$ cat config.mk
export PLATFORM = sky130hd
export DESIGN_NAME = data_memory_write_arbiter
export DESIGN_NICKNAME = d
export VERILOG_FILES = /design/src/rtl/multicore_pkg.sv /design/src/rtl/rr_arbiter.sv /design/src/rtl/data_memory_write_arbiter.sv
export SDC_FILE = /design/constraint.sdc
export NUM_CORES = 1
export LEC_CHECK = 0
export BUFFER_PORTS_ARGS = -buffer_cell sky130_fd_sc_hd__buf_2
export CAP_MARGIN = 20
export CORE_MARGIN = 2
export CORE_UTILIZATION = 53
export DETAILED_ROUTE_END_ITERATION = 10
export PLACE_DENSITY = 0.79
export SYNTH_ARGS = -nofsm -noshare
export SYNTH_HDL_FRONTEND = slang
export SYNTH_SLANG_ARGS = --single-unit
$ cat constraint.sdc
create_clock -name clk -period 2.4 [get_ports clk]
set_clock_uncertainty 0.2 [all_clocks]
set_input_delay 0.24 -clock clk [delete_from_list [all_inputs] [get_ports clk]]
set_output_delay 0.24 -clock clk [all_outputs]
set_load 0.02 [all_outputs]
$ cat src/rtl/multicore_pkg.sv
// Shared constants and types for the multicore data memory.
package multicore_pkg;

    localparam int unsigned NUM_CORES   = 4;
    localparam int unsigned REGION_SIZE = 64;
    localparam int unsigned ADDR_W      = 8;
    localparam int unsigned DATA_W      = 8;

    typedef logic [1:0]        core_id_t;
    typedef logic [ADDR_W-1:0] mem_addr_t;
    typedef logic [DATA_W-1:0] mem_data_t;

endpackage

$ cat src/rtl/rr_arbiter.sv
// Combinational round-robin picker: first set request at or after rr_ptr, wrapping mod N.
module rr_arbiter #(
    parameter int unsigned N    = 4,
    localparam int unsigned IdxW = (N > 1) ? $clog2(N) : 1
) (
    input  logic [N-1:0]    req,
    input  logic [IdxW-1:0] rr_ptr,
    output logic            grant_valid,
    output logic [IdxW-1:0] grant_idx
);

    int unsigned j;

    always_comb begin
        grant_valid = 1'b0;
        grant_idx   = '0;
        j           = 0;
        for (int unsigned i = 0; i < N; i++) begin
            j = (32'(rr_ptr) + i) % N;
            if (!grant_valid && req[j]) begin
                grant_valid = 1'b1;
                grant_idx   = IdxW'(j);
            end
        end
    end

endmodule

$ cat src/rtl/data_memory_write_arbiter.sv
// Collects one posted byte write per core, relocates it into the core's region and
// drains the slots onto the single memory write port in round-robin order.
module data_memory_write_arbiter
    import multicore_pkg::*;
#(
    parameter int unsigned NUM_CORES   = multicore_pkg::NUM_CORES,
    parameter int unsigned ADDR_W      = multicore_pkg::ADDR_W,
    parameter int unsigned DATA_W      = multicore_pkg::DATA_W,
    parameter int unsigned REGION_SIZE = multicore_pkg::REGION_SIZE
) (
    input  logic                          clk,
    input  logic                          reset,
    input  logic [NUM_CORES-1:0]          wr_valid,
    output logic [NUM_CORES-1:0]          wr_ready,
    input  logic [NUM_CORES*ADDR_W-1:0]   wr_addr,
    input  logic [NUM_CORES*DATA_W-1:0]   wr_data,
    output logic [NUM_CORES-1:0]          wr_done,
    output logic                          mem_we,
    output logic [ADDR_W-1:0]             mem_waddr,
    output logic [DATA_W-1:0]             mem_wdata,
    output core_id_t                      mem_wcore
);

    localparam int unsigned IdxW = (NUM_CORES > 1) ? $clog2(NUM_CORES) : 1;

    logic [NUM_CORES-1:0]             pending_q, pending_d;
    logic [NUM_CORES-1:0][ADDR_W-1:0] slot_addr_q, slot_addr_d;
    logic [NUM_CORES-1:0][DATA_W-1:0] slot_data_q, slot_data_d;
    logic [IdxW-1:0]                  rr_ptr_q, rr_ptr_d;
    logic                             mem_we_q, mem_we_d;
    logic [ADDR_W-1:0]                mem_waddr_q, mem_waddr_d;
    logic [DATA_W-1:0]                mem_wdata_q, mem_wdata_d;
    core_id_t                         mem_wcore_q, mem_wcore_d;
    logic [NUM_CORES-1:0]             wr_done_q, wr_done_d;

    logic [NUM_CORES-1:0] accept;
    logic                 grant_valid;
    logic [IdxW-1:0]      grant_idx;

    // Ready depends only on slot state, so a slot drained this edge reopens next cycle.
    assign wr_ready = ~pending_q & {NUM_CORES{~reset}};
    assign accept   = wr_valid & ~pending_q;

    rr_arbiter #(
        .N (NUM_CORES)
    ) u_rr_arbiter (
        .req         (pending_q),
        .rr_ptr      (rr_ptr_q),
        .grant_valid (grant_valid),
        .grant_idx   (grant_idx)
    );

    always_comb begin
        pending_d   = pending_q;
        slot_addr_d = slot_addr_q;
        slot_data_d = slot_data_q;
        rr_ptr_d    = rr_ptr_q;
        mem_we_d    = 1'b0;
        wr_done_d   = '0;
        mem_waddr_d = mem_waddr_q;
        mem_wdata_d = mem_wdata_q;
        mem_wcore_d = mem_wcore_q;

        if (grant_valid) begin
            pending_d[grant_idx] = 1'b0;
            mem_we_d             = 1'b1;
            wr_done_d[grant_idx] = 1'b1;
            mem_waddr_d          = slot_addr_q[grant_idx];
            mem_wdata_d          = slot_data_q[grant_idx];
            mem_wcore_d          = core_id_t'(grant_idx);
            rr_ptr_d             = IdxW'((32'(grant_idx) + 1) % NUM_CORES);
        end

        // Accepted slots are never pending, so they cannot collide with the grant above.
        for (int unsigned n = 0; n < NUM_CORES; n++) begin
            if (accept[n]) begin
                pending_d[n]   = 1'b1;
                slot_addr_d[n] = wr_addr[n*ADDR_W +: ADDR_W] + ADDR_W'(n * REGION_SIZE);
                slot_data_d[n] = wr_data[n*DATA_W +: DATA_W];
            end
        end
    end

    always_ff @(posedge clk) begin
        if (reset) begin
            pending_q   <= '0;
            slot_addr_q <= '0;
            slot_data_q <= '0;
            rr_ptr_q    <= '0;
            mem_we_q    <= 1'b0;
            wr_done_q   <= '0;
            mem_waddr_q <= '0;
            mem_wdata_q <= '0;
            mem_wcore_q <= '0;
        end else begin
            pending_q   <= pending_d;
            slot_addr_q <= slot_addr_d;
            slot_data_q <= slot_data_d;
            rr_ptr_q    <= rr_ptr_d;
            mem_we_q    <= mem_we_d;
            wr_done_q   <= wr_done_d;
            mem_waddr_q <= mem_waddr_d;
            mem_wdata_q <= mem_wdata_d;
            mem_wcore_q <= mem_wcore_d;
        end
    end

    assign mem_we    = mem_we_q;
    assign wr_done   = wr_done_q;
    assign mem_waddr = mem_waddr_q;
    assign mem_wdata = mem_wdata_q;
    assign mem_wcore = mem_wcore_q;

endmodule

==> flow_metrics.env <==
export IMPL_status="finished, final reports clean"
export IMPL_wl_um=11600
export IMPL_num_nets_final=698
export IMPL_ios=97
export IMPL_synth_top_cell_area_share_pct=47.4
export IMPL_r2r_start="pending_q[1]$_SDFFE_PP0P_"
export IMPL_drtAntennaViolNets=0
export IMPL_min_path_type="input pin to register"
export IMPL_rows=31
export IMPL_ys_warn_count=0
export IMPL_timing_slew_headroom_pct=49.2
export IMPL_syn_cell_area_sq_um=3930
export IMPL_die_h_um=90.1
export IMPL_yosys_register_bits=93
export IMPL_regToRegSetupSlack_ns=0.28
export IMPL_viasPerCell=5.55
export IMPL_cts_repair_resize_count=0
export IMPL_crit_required_ns=2.46
export IMPL_drive_gt1_share_pct=22.0
export IMPL_grt_max_degree=39
export IMPL_ctsHoldBuffers=67
export IMPL_portBuffers=96
export IMPL_antenna_found_initial=0
export IMPL_clk_pin_slew_ns=0.09
export IMPL_firstDrtPassIters=6
export IMPL_hold_viol_final=0
export IMPL_clk_path_buf_depth=2
export IMPL_start_util_pct=54.5
export IMPL_maxCapViolations=0
export IMPL_max_freq_mhz=471
export IMPL_synthCells=488
export IMPL_endpoint_kind="register"
export IMPL_cts_tree="built"
export IMPL_post_drt_wl_per_cell_um=15.8
export IMPL_detail_route_iter0_violations=229
export IMPL_critical_path_class="register to register"
export IMPL_antennaDiodeCount=0
export IMPL_grt_first_pass_wirelength_um=18500
export IMPL_clock_latency_ns=0.36
export IMPL_dieArea_sq_um=8120
export IMPL_start_kind="register"
export IMPL_ys_types=37
export IMPL_finalCriticalPeriod_ns=2.12
export IMPL_yosysSeqAreaShare_pct=47.4
export IMPL_numClockSinks=93
export IMPL_synth_area_leaders="dfxtp_1 (47%), nand2_1 (12%), a21oi_1 (9.2%), clkbuf_1 (3.2%), nor2_1 (3.1%)"
export IMPL_dpl_hpwl_um=7290
export IMPL_synth_fp_nets=558
export IMPL_startpoint="pending_q[1]$_SDFFE_PP0P_"
export IMPL_hp_start="reset"
export IMPL_drc=0
export IMPL_die_w_um=90.1
export IMPL_power_density_nw_per_um2=718
export IMPL_grtUsageTotal_pct=28.7
export IMPL_synth_top_cell_by_area="dfxtp_1"
export IMPL_design_core_area_sq_um=7210
export IMPL_root_buffer="clkbuf_8"
export IMPL_post_cts_setup_buffers=0
export IMPL_synth_area_per_cell_sq_um=8.05
export IMPL_peakVddDrop_v=0.000368
export IMPL_syn_to_final_growth_pct=34.6
export IMPL_grt_ovfl_total=0
export IMPL_grt_pass1_vias=3859
export IMPL_fin_setup_tns_ns=0
export IMPL_crit_path_max_fanout=33
export IMPL_dp_cells=648
export IMPL_numCtsBuffers=9
export IMPL_gp_congestion=0.858
export IMPL_critPathArrivalTime_ns=2.19
export IMPL_rsz0062_at_grt="false"
export IMPL_stdcell_count=730
export IMPL_worst_pin_slew_ns=0.762
export IMPL_setup_viol=0
export IMPL_htreeDepth=3
export IMPL_drv_slew=0
export IMPL_fin_crit_sh_pct=88.5
export IMPL_vias=4054
export IMPL_p_leak_nw=2.30
## metrics by stage
| step | setup WS [ns] | area [sq um] | utilization [%] | hold slack (ns) | total power [W] |
|---|---|---|---|---|---|
| 2_1_floorplan | 0.623 | 3930 | - | 0.136 | 0.00238 |
| 3_3_place_gp | 0.362 | 4410 | 61.1 | 0.227 | 0.00260 |
| 3_5_place_dp | 0.300 | 4410 | 61.1 | 0.238 | 0.00262 |
| 4_1_cts | 0.291 | 5280 | 73.2 | 0.237 | 0.00377 |
| 5_1_grt | 0.108 | 5290 | 73.3 | 0.259 | 0.00394 |
| 6_report | 0.276 | 5290 | 73.3 | 0.234 | 0.00380 |
## where the power goes
part           leakage, nW  internal (W)  switching, W
logic                 1.44      0.000367      0.000530
clock network        0.101      0.000572      0.000526
registers            0.766       0.00168      0.000119
total                 2.30       0.00262       0.00118
## cell families (layout without fill, tap and decap cells)
kind of cell | after synthesis | in the layout | synth area share [%]
compound gates | 144 | 144 | 24.4
xor+xnor | 2 | 2 | 0.446
buf+inv | 46 | 189 | 5.29
flops | 93 | 93 | 47.4
simple gates | 203 | 203 | 22.5
## cells in the final DEF (no fill, tap or decap), types with 2 or more instances in the layout
cell	Yosys	layout
a21boi_2	9	9
nand3_1	7	7
o21ai_1	9	9
a311oi_1	7	7
nor3_1	6	6
xnor2_1	2	2
bufinv_16	0	2
a21oi_1	72	72
and3_1	17	17
nand2b_1	4	4
buf_4	1	10
o211a_1	2	2
a211oi_1	13	13
dfxtp_1	93	93
o21ai_0	2	2
a21boi_1	7	7
clkinv_2	0	2
nor2b_1	9	9
buf_2	7	96
a221oi_1	9	9
nor2_1	32	32
nand2_1	122	122
o21bai_1	7	7
nand2_4	2	2
dlygate4sd3_1	0	67
clkbuf_8	0	9
## metal layers
layer	up-vias	share of wire (%)	wire length [um]	track usage, %
li1	1942	-	-	-
met1	1911	40	4630	33.0
met5	-	0	0	0
met4	0	3.9	454	14.6
met2	164	51	5900	51.9
met3	37	4.9	572	4.11
## sequential cells by signal, indices dropped and copies added (netlist names)
name	flops
mem_waddr	8
pending_q	4
mem_we	1
mem_wcore	2
wr_done	4
rr_ptr_q	2
slot_addr_q	32
mem_wdata	8
slot_data_q	32
## worst max-delay path, cell delays in order, from the launching register on
cell and delay (ns):
dfxtp_1 0.58, nor2b_1 0.14, a211o_4 0.50, a21boi_1 0.24, o21bai_1 0.09, a311oi_1 0.25
## layout make-up
cell class                      count  area, sq um
Inverter                            2         7.51
Sequential cell                    93         1860
Timing Repair Buffer              173         1230
Tap cell                           99          124
Fill cell                         542         1930
Clock buffer                        9          124
Multi-Input combinational cell    349         1870
Clock inverter                      5         77.6
## synthesized netlist by cell type
master and instances:
a211o_4 1, nand2_4 2, xnor2_1 2, inv_1 1, a211oi_2 1, inv_2 1, nand3_1 7, a211oi_1 13
o21ai_2 1, nand2b_1 4, o21bai_1 7, o22ai_1 1, a221oi_1 9, buf_2 7, o21ai_1 9, a21boi_2 9
buf_4 1, a21bo_1 1, o21ai_0 2, nor4_1 1, nor3_1 6, a311oi_1 7, o22ai_2 1, nor2b_1 9
a21boi_1 7, or4_1 1, buf_6 3, and3_1 17, nand2_1 122, nor2b_2 1, o211a_1 2, o221a_2 1
dfxtp_1 93, clkbuf_1 33, a21oi_1 72, and2b_1 1, nor2_1 32
## worst paths after layout
kind,end,depth (start not counted)
worst max-delay path,mem_waddr[0]$_SDFFE_PP0P_,5
worst min-delay path,rr_ptr_q[1]$_SDFFE_PP0P_,2
worst max register to register,mem_waddr[0]$_SDFFE_PP0P_,5
worst min register to register,slot_addr_q[27]$_SDFFE_PP0P_,2
Note: power is estimated with default switching activity, not from simulation.
